`src/rtl/mux4_sched_pkg.sv`:
```
`default_nettype none
// ============================================================================
// Module      : mux4_sched_pkg
// Description : Shared types and constants for the 4-input round-robin
//               mux scheduler. Holds the scheduler state type, the number
//               of requesters and the select width.
// Revision    : 1.0 - initial release
// ============================================================================
package mux4_sched_pkg;

    localparam int N_REQ = 4;
    localparam int SEL_W = 2;

    // Scheduler state: IDLE has no owner, GRANT has exactly one owner.
    typedef enum logic [0:0] {
        IDLE  = 1'b0,
        GRANT = 1'b1
    } sched_state_t;

endpackage : mux4_sched_pkg
`default_nettype wire

```
`src/rtl/mux4_rr_sched_rr_pick4.sv`:
```
`default_nettype none
// ============================================================================
// Module      : rr_pick4
// Description : Combinational round-robin winner search over four request
//               lines. Starting after the last granted index, the lines are
//               examined in the order ptr+1, ptr+2, ptr+3, ptr (mod 4) and
//               the first set bit wins.
// Ports       : req_mask   [3:0] in  - candidate request lines
//               ptr        [1:0] in  - last granted index
//               win_onehot [3:0] out - one-hot winner (zero if none)
//               win_idx    [1:0] out - binary winner index (0 if none)
//               win_valid        out - at least one candidate was set
// Revision    : 1.0 - initial release
// ============================================================================
module rr_pick4
    import mux4_sched_pkg::*;
(
    input  logic [N_REQ-1:0] req_mask,
    input  logic [SEL_W-1:0] ptr,
    output logic [N_REQ-1:0] win_onehot,
    output logic [SEL_W-1:0] win_idx,
    output logic             win_valid
);

    logic [SEL_W-1:0] w_cand;

    always_comb begin
        win_onehot = '0;
        win_idx    = '0;
        win_valid  = 1'b0;
        w_cand     = '0;
        // The 2-bit add wraps naturally, so k = N_REQ lands back on ptr,
        // which makes the last granted index the lowest priority.
        for (int k = 1; k <= N_REQ; k++) begin
            w_cand = ptr + SEL_W'(k);
            if (!win_valid && req_mask[w_cand]) begin
                win_valid          = 1'b1;
                win_idx            = w_cand;
                win_onehot[w_cand] = 1'b1;
            end
        end
    end

endmodule : rr_pick4
`default_nettype wire

```
`src/rtl/mux4_rr_sched.sv`:
```
`default_nettype none
// ============================================================================
// Module      : mux4_rr_sched
// Description : Round-robin scheduler that owns a shared 4:1 mux. One
//               requester at a time holds the grant; on release the grant
//               moves directly to the next round-robin winner without an
//               idle cycle. The muxed data bit is registered (1-cycle
//               latency after the select).
// Config      : define MUX4_SCHED_TIMEOUT_EN to compile in an 8-bit hold
//               counter that forces rotation after MAX_HOLD consecutive
//               grant cycles when another requester is waiting.
// Parameters  : MAX_HOLD (2..255) - grant cycles per owner with timeout
// Ports       : clk        in  - clock, rising edge
//               rst_n      in  - synchronous active-low reset
//               req  [3:0] in  - per-requester request
//               din  [3:0] in  - per-requester mux data bit
//               gnt  [3:0] out - one-hot grant, zero when idle
//               sel  [1:0] out - binary index of owner, holds when idle
//               y          out - registered mux output
//               busy       out - high while a grant is active
// Revision    : 1.0 - initial release
// ============================================================================
module mux4_rr_sched
    import mux4_sched_pkg::*;
#(
    parameter int MAX_HOLD = 8
) (
    input  logic             clk,
    input  logic             rst_n,
    input  logic [N_REQ-1:0] req,
    input  logic [N_REQ-1:0] din,
    output logic [N_REQ-1:0] gnt,
    output logic [SEL_W-1:0] sel,
    output logic             y,
    output logic             busy
);

    localparam logic [7:0] c_HOLD_LAST = 8'(MAX_HOLD - 1);

    sched_state_t     r_state;
    sched_state_t     w_state_nxt;
    logic [SEL_W-1:0] r_ptr;
    logic [SEL_W-1:0] w_ptr_nxt;
    logic [SEL_W-1:0] w_sel_nxt;
    logic [N_REQ-1:0] w_gnt_nxt;
    logic [N_REQ-1:0] w_mask;
    logic [N_REQ-1:0] w_win_onehot;
    logic [SEL_W-1:0] w_win_idx;
    logic             w_win_valid;
    logic             w_owner_req;
    logic             w_rotate;
    logic             w_new_grant;

    // While granted, the owner is removed from the search so that a
    // release or forced rotation can only pick a different requester.
    assign w_mask      = (r_state == GRANT) ? (req & ~gnt) : req;
    assign w_owner_req = |(req & gnt);

    rr_pick4 u_pick (
        .req_mask   (w_mask),
        .ptr        (r_ptr),
        .win_onehot (w_win_onehot),
        .win_idx    (w_win_idx),
        .win_valid  (w_win_valid)
    );

`ifdef MUX4_SCHED_TIMEOUT_EN
    logic [7:0] r_hold_cnt;

    // In GRANT the search mask excludes the owner, so win_valid already
    // means "someone else is waiting".
    assign w_rotate = (r_hold_cnt == c_HOLD_LAST) && w_win_valid;

    // Saturates at the rotation threshold so a late-arriving competitor
    // takes over at the very next edge.
    always_ff @(posedge clk) begin
        if (!rst_n) begin
            r_hold_cnt <= '0;
        end else if (w_new_grant) begin
            r_hold_cnt <= '0;
        end else if (r_state == GRANT && r_hold_cnt != c_HOLD_LAST) begin
            r_hold_cnt <= r_hold_cnt + 8'd1;
        end
    end
`else
    logic w_unused_hold;

    assign w_rotate      = 1'b0;
    assign w_unused_hold = ^c_HOLD_LAST;
`endif

    always_comb begin
        w_state_nxt = r_state;
        w_gnt_nxt   = gnt;
        w_sel_nxt   = sel;
        w_ptr_nxt   = r_ptr;
        w_new_grant = 1'b0;
        case (r_state)
            IDLE: begin
                if (w_win_valid) begin
                    w_state_nxt = GRANT;
                    w_gnt_nxt   = w_win_onehot;
                    w_sel_nxt   = w_win_idx;
                    w_ptr_nxt   = w_win_idx;
                    w_new_grant = 1'b1;
                end
            end
            GRANT: begin
                if (w_owner_req && !w_rotate) begin
                    // owner keeps the mux
                end else if (w_win_valid) begin
                    w_gnt_nxt   = w_win_onehot;
                    w_sel_nxt   = w_win_idx;
                    w_ptr_nxt   = w_win_idx;
                    w_new_grant = 1'b1;
                end else begin
                    w_state_nxt = IDLE;
                    w_gnt_nxt   = '0;
                end
            end
            default: begin
                w_state_nxt = IDLE;
                w_gnt_nxt   = '0;
            end
        endcase
    end

    // ptr resets to 3 so requester 0 is first in line after reset.
    always_ff @(posedge clk) begin
        if (!rst_n) begin
            r_state <= IDLE;
            gnt     <= '0;
            sel     <= '0;
            r_ptr   <= 2'd3;
            busy    <= 1'b0;
            y       <= 1'b0;
        end else begin
            r_state <= w_state_nxt;
            gnt     <= w_gnt_nxt;
            sel     <= w_sel_nxt;
            r_ptr   <= w_ptr_nxt;
            busy    <= |w_gnt_nxt;
            y       <= busy & din[sel];
        end
    end

endmodule : mux4_rr_sched
`default_nettype wire

```
`config.mk`:
```
export PLATFORM = sky130hd
export DESIGN_NAME = mux4_rr_sched
export DESIGN_NICKNAME = d
export VERILOG_FILES = /design/src/rtl/mux4_sched_pkg.sv /design/src/rtl/mux4_rr_sched_rr_pick4.sv /design/src/rtl/mux4_rr_sched.sv
export SDC_FILE = /design/constraint.sdc
export NUM_CORES = 1
export LEC_CHECK = 0
export CAP_MARGIN = 40
export CORE_UTILIZATION = 55
export CTS_CLUSTER_SIZE = 28
export DETAILED_ROUTE_END_ITERATION = 7
export GPL_TIMING_DRIVEN = 0
export PLACE_DENSITY = 0.82
export SLEW_MARGIN = 20
export SYNTH_ARGS = -nofsm -noshare
export SYNTH_HDL_FRONTEND = slang
export SYNTH_HIERARCHICAL = 1
export SYNTH_SLANG_ARGS = --single-unit
export TNS_END_PERCENT = 5
```
`constraint.sdc`:
```
create_clock -name clk -period 7.99 [get_ports clk]
set_input_delay 1.598 -clock clk [delete_from_list [all_inputs] [get_ports clk]]
set_output_delay 1.598 -clock clk [all_outputs]
set_load 0.005 [all_outputs]
```
# == After elaboration in Yosys (flattened, before gate mapping) ==
# Cells that the tools add are included.
# totals
ff_bits,11
input_bits,10
output_inout_bits,8
# op_classes
addsub,3
order_cmp,9
n_eq_ne,1
muxes,44
bitwise_logic,8
reduce_logical,12
# op_table
operator,count
two-way mux 4 bit,8
two-way mux 2 bit,8
less-than comparator 2 x 3 -> 1 bit (second input constant),5
two-way mux 1 bit,15
OR 4 bit,3
binary-select mux 1 bit (select 2 bit),5
bitwise AND 4 bit,2
demux 1 bit (select 2 bit),4
greater-or-equal comparator 2 x 1 -> 1 bit (second input constant),4
case mux 2 bit (2 select lines),2
case mux 4 bit (2 select lines),1
OR reduction 4 bit,2
logical AND 1 bit,7
adder 2 bit (second input constant),2
NOT 4 bit,1
logical NOT 1 bit,3
adder 2 x 1 -> 2 bit (second input constant),1
!= test 2 bit (second input constant),1
case mux 1 bit (2 select lines),1
bitwise AND 1 bit,1
NOT 1 bit,1

# == Depth between registers and ports, before layout ==
# Gate-level depths: netlist of the first run.
# depth
ltp_word,19
depth_mapped,12
depth_no_buf,10

# == Cells and area by module ==
# Netlist of the first run, hierarchy kept.
# by_module_without_submodules
module,instances,cells_per_inst,area_each_um2
mux4_rr_sched,1,61,568.0
rr_pick4,1,68,525.5

# == Least setup slack after synthesis of the first run ==
# OpenSTA, ideal clock, no wires.
# synth_timing
kind,in2reg
startpoint,input port req[1]
endpoint,register busy
setup_time_ps,125
arrival_ps,3870
path_slack_ps,3995
path_stages,8
n_path_buf,0
path_cell_list,a21boi_0 > nor2_1 > a221oi_2 > a211oi_4 > a221o_1 > and2_1 > a221o_1 > o41a_1
# synth_via
elab_chain_cells,18
# synth_lines
item,line_no,source
start: declaration,mux4_rr_sched.sv:30,"input logic [N_REQ-1:0] req,"
bitwise AND 4 bit,mux4_rr_sched.sv:56,assign w_mask = (r_state == GRANT) ? (req & ~gnt) : req;
two-way mux 4 bit *,mux4_rr_sched.sv:56,
binary-select mux 1 bit (select 2 bit),mux4_rr_sched_rr_pick4.sv:36,if (!win_valid && req_mask[w_cand]) begin
two-way mux 1 bit (not written as such),mux4_rr_sched_rr_pick4.sv:36,
two-way mux 1 bit,mux4_rr_sched_rr_pick4.sv:36,
logical NOT 1 bit,mux4_rr_sched_rr_pick4.sv:36,
logical AND 1 bit,mux4_rr_sched_rr_pick4.sv:36,
two-way mux 1 bit,mux4_rr_sched_rr_pick4.sv:36,
[3 not listed],-,
logical NOT 1 bit,mux4_rr_sched_rr_pick4.sv:36,
logical AND 1 bit,mux4_rr_sched_rr_pick4.sv:36,
two-way mux 4 bit *,mux4_rr_sched_rr_pick4.sv:36,
named net w_win_onehot[0],mux4_rr_sched.sv:47,logic [N_REQ-1:0] w_win_onehot;
two-way mux 4 bit,mux4_rr_sched.sv:111,end else if (w_win_valid) begin
two-way mux 4 bit,mux4_rr_sched.sv:109,if (w_owner_req && !w_rotate) begin
case mux 4 bit (2 select lines) *,mux4_rr_sched.sv:98,case (r_state)
OR reduction 4 bit *,mux4_rr_sched.sv:142,busy <= |w_gnt_nxt;
end signal: assignment,mux4_rr_sched.sv:142,
end: declaration,mux4_rr_sched.sv:35,output logic busy
# Mark *: on every way through the listed nets, which the timed path passes. The rest lies on a longest branch. The select of a mux whose other input is x is not followed.
# A chain may end at the register's enable or synchronous reset.

# == Worst setup path in the final report of the first run ==
# layout_timing
startpoint,input port req[3]
endpoint,register busy
# layout_via
elab_chain_cells,18
# layout_lines
item,line_no,source
bitwise AND 4 bit,mux4_rr_sched.sv:56,
two-way mux 4 bit *,mux4_rr_sched.sv:56,
named net w_mask[3],mux4_rr_sched.sv:46,logic [N_REQ-1:0] w_mask;
binary-select mux 1 bit (select 2 bit),mux4_rr_sched_rr_pick4.sv:36,
two-way mux 1 bit (not written as such),mux4_rr_sched_rr_pick4.sv:36,
two-way mux 1 bit,mux4_rr_sched_rr_pick4.sv:36,
logical NOT 1 bit,mux4_rr_sched_rr_pick4.sv:36,
logical AND 1 bit,mux4_rr_sched_rr_pick4.sv:36,
[4 not listed],-,
logical NOT 1 bit,mux4_rr_sched_rr_pick4.sv:36,
logical AND 1 bit,mux4_rr_sched_rr_pick4.sv:36,
two-way mux 4 bit *,mux4_rr_sched_rr_pick4.sv:36,
named net w_win_onehot[0],mux4_rr_sched.sv:47,
two-way mux 4 bit,mux4_rr_sched.sv:111,
two-way mux 4 bit,mux4_rr_sched.sv:109,
case mux 4 bit (2 select lines) *,mux4_rr_sched.sv:98,
OR reduction 4 bit *,mux4_rr_sched.sv:142,
# Marks and branches as above.

==> impl_metrics.ini, run 1 <==
[critical_path]
cp_max_fo = 8
r2r_start = r_state
path_class = primary input to register
rrSetupSlack_ps = 4680
critPathArrivalTime_ps = 4780
required_ps = 8150
cp-start-kind = primary input
regToRegEndpoint = busy
reg2regPathDepth = 10
endpoint_kind = register

[synthesis]
ys_seq_area_share_pct = 20.14
synth_seq_cells = 11
synth_xor_xnor_area_share_pct = 0
syn-num-nets = 147
synthSimpleGateAreaFrac_pct = 19.45
synth_area_per_cell_um2 = 8.477
ys.flop_type = dfxtp_1
synth-compound-area-share_pct = 33.18
synth-adder-area-share_pct = 9.153
syn_inst = 129
synth_top_family_by_area = compound AO/OA/AOI/OAI gates
yosys_warnings = 6
syn_area_um2 = 1094
synth_edf_count = 0
async_flop_share_pct = 0
synth_cell_types = 41
yosys-mux-area-fraction_pct = 10.53

[hold_path]
hold_start = busy
hold_end = y
hp-class = register to register
whs_path_depth = 2

[grt]
antenna_found_initial = 0
grt_pass1_wl_um = 3919
grt_max_degree = 12
grt_pass1_vias = 872
grt_overflow_total = 0
grt_usage_pct = 26.37

[routing]
drc = 0
wl_per_cell_um = 14.40
drtPass1Iterations = 4
drt-vias-per-instance = 5.806
vias = 1016
wl_um = 2520
antenna_left = 0
drtIter0Drc = 29

[final_layout]
insertedDiodeCount = 0
mostFrequentLayoutCells = clkdlybuf4s50_1 (17), nand2_1 (13), dfxtp_1 (11)
drive_above_1_share_pct = 12.67
postLayoutCellArea_um2 = 1321
fin_cells = 175
syn_to_final_growth_pct = 20.82
final_common_cell = clkdlybuf4s50_1
fin_nets = 169

[floorplan]
rows = 15
floorplan.initialDensity_pct = 60.69
die_area_um2 = 2171
chipWidth_um = 46.59
die_h_um = 46.59
coreArea_um2 = 1802
ioPinCount = 18

[sta]
rsz0062_at_grt = false
fin_worst_skew_ps = 3.114
tightest_slew_ps = 917.0
period_share_pct = 57.86
fmax_mhz = 216.3
slew_violations = 0
setup_viol = 0
hold_violations = 0
max_slew_margin_pct = 38.31
fin_tns_setup_ps = 0
worst_slack_ps = 3367
min_period_ps = 4623

[power_and_ir_drop]
internal_power_uw = 261.7
leakage_nw = 0.5429
ir_drop_v = 0.0002446
p_switching_uw = 207.6
combPwrFrac_pct = 70.6
switching_share_pct = 44.24
power_frac_seq_pct = 21.4
clock_power_share_pct = 8.0
power.density_nw_per_um2 = 355.1

[cts]
post_cts_buffers = 0
clockBufferDepth = 2
htreeDepth = 1
insertion_delay_ps = 270
root_buffer = clkbuf_4
ctsResizeCount = 0
cts_buffers = 3
cts_tree = done
clkTransAtPathRegs_ps = 60
cts.sinks = 11
ctsHoldBuffers = 0

[outcome]
outcome = completed

[flow_run]
maxCapViolations = 0

[placement]
dp.cells = 171
place.gp.congestion = 0.9124
hpwl_um = 1969
place_area_um2 = 1295
dp_slack_ps = 3144
io_buffer_count = 17
## critical path, cell delays in order
cell             delay, ps
clkdlybuf4s50_1        480
a21boi_0               740
nand2b_1               240
nor2_1                  70
a31oi_1                290
a211oi_4               130
a221o_1                320
and2_1                 160
a221o_1                350
o41a_1                 410
## synth_stat cells, types with 2 or more instances
cell type | instances | area share (%)
a211oi_1 | 3 | 2.1
a21boi_0 | 8 | 5.5
a21oi_1 | 2 | 0.92
a221o_1 | 6 | 5.5
a221o_2 | 2 | 2.1
a22o_1 | 2 | 1.6
and2_1 | 7 | 4.0
buf_6 | 4 | 4.1
clkbuf_1 | 2 | 0.69
dfxtp_1 | 11 | 20
ha_1 | 8 | 9.2
inv_1 | 4 | 1.4
mux2i_1 | 7 | 6.4
nand2_1 | 13 | 4.5
nand3_1 | 3 | 1.4
nand3b_1 | 2 | 1.4
nor2_1 | 10 | 3.4
nor2b_1 | 2 | 1.1
o21a_1 | 2 | 1.4
o21ai_0 | 6 | 2.7
o21ai_1 | 5 | 2.3
## power by group through the flow
stage | logic, mW | clock network, mW | registers [mW]
after CTS | 0.329 | 0.0388 | 0.101
after floorplan | 0.254 | 0 | 0.0949
after global routing | 0.361 | 0.0410 | 0.104
after detailed placement | 0.328 | 0 | 0.102
after global placement | 0.318 | 0 | 0.0996
final | 0.331 | 0.0376 | 0.101
## cells by family after synthesis
logic type,count (synthesis)
AOI/OAI and AO/OA,45
adders and majority gates,8
buffers and inverters,13
DFF,11
muxes,9
and+or+nand+nor,43
## flip-flops by register name, summed over array words and instances (netlist names)
register,count
r_ptr,2
y,1
sel,2
gnt,4
r_state,1
busy,1
## metrics by stage
step	total power, mW	util [%]	hold slack (ps)
floorplan	0.3486	-	432.8
global placement	0.4171	71.88	437.0
detailed placement	0.4295	71.88	448.1
CTS	0.4681	73.33	455.2
global route	0.5061	73.33	488.1
finish	0.4692	73.33	453.2
## metal layers
layer  wire length (um)  GRT usage (%)
met5                  0              0
met4                  8          5.294
met3                116          8.235
met2               1191          42.78
met1               1204          33.96
## how the worst max path moves through the flow
| stage | endpoint | slack [ps] | cells after the start | start |
|---|---|---|---|---|
| finish | busy | 3370 | 10 | req[3] |
| global placement | busy | 3190 | 10 | req[3] |
| global route | busy | 3260 | 9 | req[3] |
| floorplan | busy | 3990 | 8 | req[1] |
| detailed placement | busy | 3140 | 9 | req[3] |
| CTS | busy | 3430 | 10 | req[3] |
## layout make-up
class | instances | area [um^2]
repair buffers | 17 | 170.2
flip-flops and latches | 11 | 220.2
plain buffers | 8 | 63.81
clock buffers | 4 | 26.28
fillers | 155 | 480.5
well taps | 25 | 31.28
inverters | 5 | 18.77
multi-input cells | 105 | 790.8
No activity file was read; power rests on OpenSTA's default activity.
==> run 2: changes to the inputs <==
--- a/config.mk
+++ b/config.mk
@@ -6,11 +6,11 @@
 export NUM_CORES = 1
 export LEC_CHECK = 0
 export CAP_MARGIN = 40
-export CORE_UTILIZATION = 55
+export CORE_UTILIZATION = 53
 export CTS_CLUSTER_SIZE = 28
 export DETAILED_ROUTE_END_ITERATION = 7
 export GPL_TIMING_DRIVEN = 0
-export PLACE_DENSITY = 0.82
+export PLACE_DENSITY = 0.79
 export SLEW_MARGIN = 20
 export SYNTH_ARGS = -nofsm -noshare
 export SYNTH_HDL_FRONTEND = slang
==> constraint.sdc (replaced) <==
create_clock -name clk -period 4.7 [get_ports clk]
set_input_delay 0.94 -clock clk [delete_from_list [all_inputs] [get_ports clk]]
set_output_delay 0.94 -clock clk [all_outputs]
set_load 0.005 [all_outputs]
==> run 2 against run 1 <==
Cell count increased by 1.7%. Non-clock buffer count increased by 1. Core utilization decreased by 4.9 points. Count of clock-buffer cells in the layout unchanged. Critical path depth decreased by 1. Design area increased by 0.57%. Die area increased by 3.6%. Hold slack got worse by 11 ps. Register-to-register slack got worse by 3300 ps. Flip-flop and latch count unchanged. Critical endpoint unchanged. Largest power group unchanged.
==> impl_metrics.ini, run 2 (synthesis gave the netlist of run 1 again) <==
[final_layout]
fin_nets = 170
regMostFlops = gnt
final_common_cell = clkdlybuf4s50_1
drive_above_1_share_pct = 13.25
syn_to_final_growth_pct = 21.51
insertedDiodeCount = 0
mostFrequentLayoutCells = clkdlybuf4s50_1 (17), nand2_1 (13), dfxtp_1 (11)
largest_register_ffs = 4
fin_util_pct = 68.43
fillCellCount = 164
reg_top3 = gnt: 4 flops, r_ptr: 2 flops, sel: 2 flops
fin_cells = 178

[floorplan]
floorplan.initialDensity_pct = 56.31
rows = 16
chipWidth_um = 47.43
die_h_um = 47.43
coreArea_um2 = 1942
die_area_um2 = 2249
ioPinCount = 18

[placement]
dp.cells = 173
io_buffer_count = 17
hpwl_um = 1901
place.gp.congestion = 0.9316

[routing]
drtPass1Iterations = 4
drt-vias-per-instance = 5.815
wl_um = 2496
wl_per_cell_um = 14.02
antenna_left = 0
drtIter0Drc = 25
vias = 1035
drc = 0

[sta]
slew_violations = 0
fmax_mhz = 249.0
hold_slack_ps = 442.2
min_period_ps = 4016
hold_violations = 0
rsz0062_at_grt = false
fin_tns_setup_ps = 0
tightest_slew_ps = 964.1
setup_viol = 0
fin_worst_skew_ps = 1.061
max_slew_margin_pct = 35.15
period_share_pct = 85.44

[hold_path]
hold_end = y
hold_start = busy
whs_path_depth = 2
hp-class = register to register

[grt]
antenna_found_initial = 0
grt_pass1_vias = 827
grt_usage_pct = 22.70
grt_overflow_total = 0
met3_usage_pct = 4.906
grt_pass1_wl_um = 3615
grt_busiest_layer = met2
use_met2_pct = 36.16
grt_use_met1_pct = 32.27
grt_max_degree = 12

[critical_path]
cp_max_fo = 8
reg2regPathDepth = 9
regToRegEndpoint = busy
cp-start-kind = primary input
critPathArrivalTime_ps = 4170
rrSetupSlack_ps = 1330
path_class = primary input to register
startpoint = req[3]
endpoint_kind = register
required_ps = 4860
r2r_start = r_state

[flow_run]
maxCapViolations = 0

[cts]
clockBufferDepth = 2
post_cts_buffers = 0
cts_tree = done
clkTransAtPathRegs_ps = 70
root_buffer = clkbuf_4
ctsResizeCount = 0
cts.sinks = 11
htreeDepth = 1
ctsHoldBuffers = 0
cts_buffers = 3
insertion_delay_ps = 270

[power_and_ir_drop]
power_frac_seq_pct = 21.1
switching_share_pct = 44.24
clock_power_share_pct = 8.0
p_switching_uw = 353.2
internal_power_uw = 445.2
power.density_nw_per_um2 = 600.8
ir_drop_v = 0.0003688
p_total_uw = 798.4
leakage_nw = 0.5471
combPwrFrac_pct = 70.8

[outcome]
outcome = completed
[run 2: per-stage QoR]
stage / cell area [um^2] / setup slack (ps)
after floorplan: 1094 / 1363
after global placement: 1297 / 554.4
after detailed placement: 1297 / 442.3
after CTS: 1324 / 727.5
after global routing: 1329 / 586.9
final: 1329 / 684.4
[run 2: worst max-delay path by stage]
stage | to | cells past startpoint | slack [ps]
6_report | busy | 9 | 680
3_5_place_dp | busy | 9 | 440
4_1_cts | busy | 9 | 730
5_1_grt | busy | 9 | 590
2_1_floorplan | busy | 8 | 1360
3_3_place_gp | busy | 10 | 550
[run 2: power groups by stage]
stage               logic (mW)  registers, mW  clock network, mW
finish                   0.566          0.169             0.0641
global placement         0.539          0.169                  0
detailed placement       0.559          0.170                  0
CTS                      0.559          0.169             0.0660
global route             0.619          0.176             0.0708
floorplan                0.431          0.161                  0
[run 2: worst max-delay path, stage by stage]
cell and delay (ps):
clkdlybuf4s50_1 480, a21boi_0 770, mux2i_1 320, mux2i_4 320, o21ai_1 120, a221o_1 280
and2_1 160, a221o_1 360, o41a_1 410
[run 2: final cells by class]
cell class	count	area (um^2)	area share, %
multi-input cells	105	790.8	59.51
plain buffers	8	63.81	4.802
inverters	5	18.77	1.412
flip-flops and latches	11	220.2	16.57
well taps	27	33.78	2.542
repair buffers	18	175.2	13.18
clock buffers	4	26.28	1.977
[run 2: routing by layer]
layer / share of wire (%) / vias to the layer above
li1: - / 522
met1: 48 / 481
met2: 47 / 28
met3: 4.3 / 4
met4: 1.0 / 0
met5: 0 / -
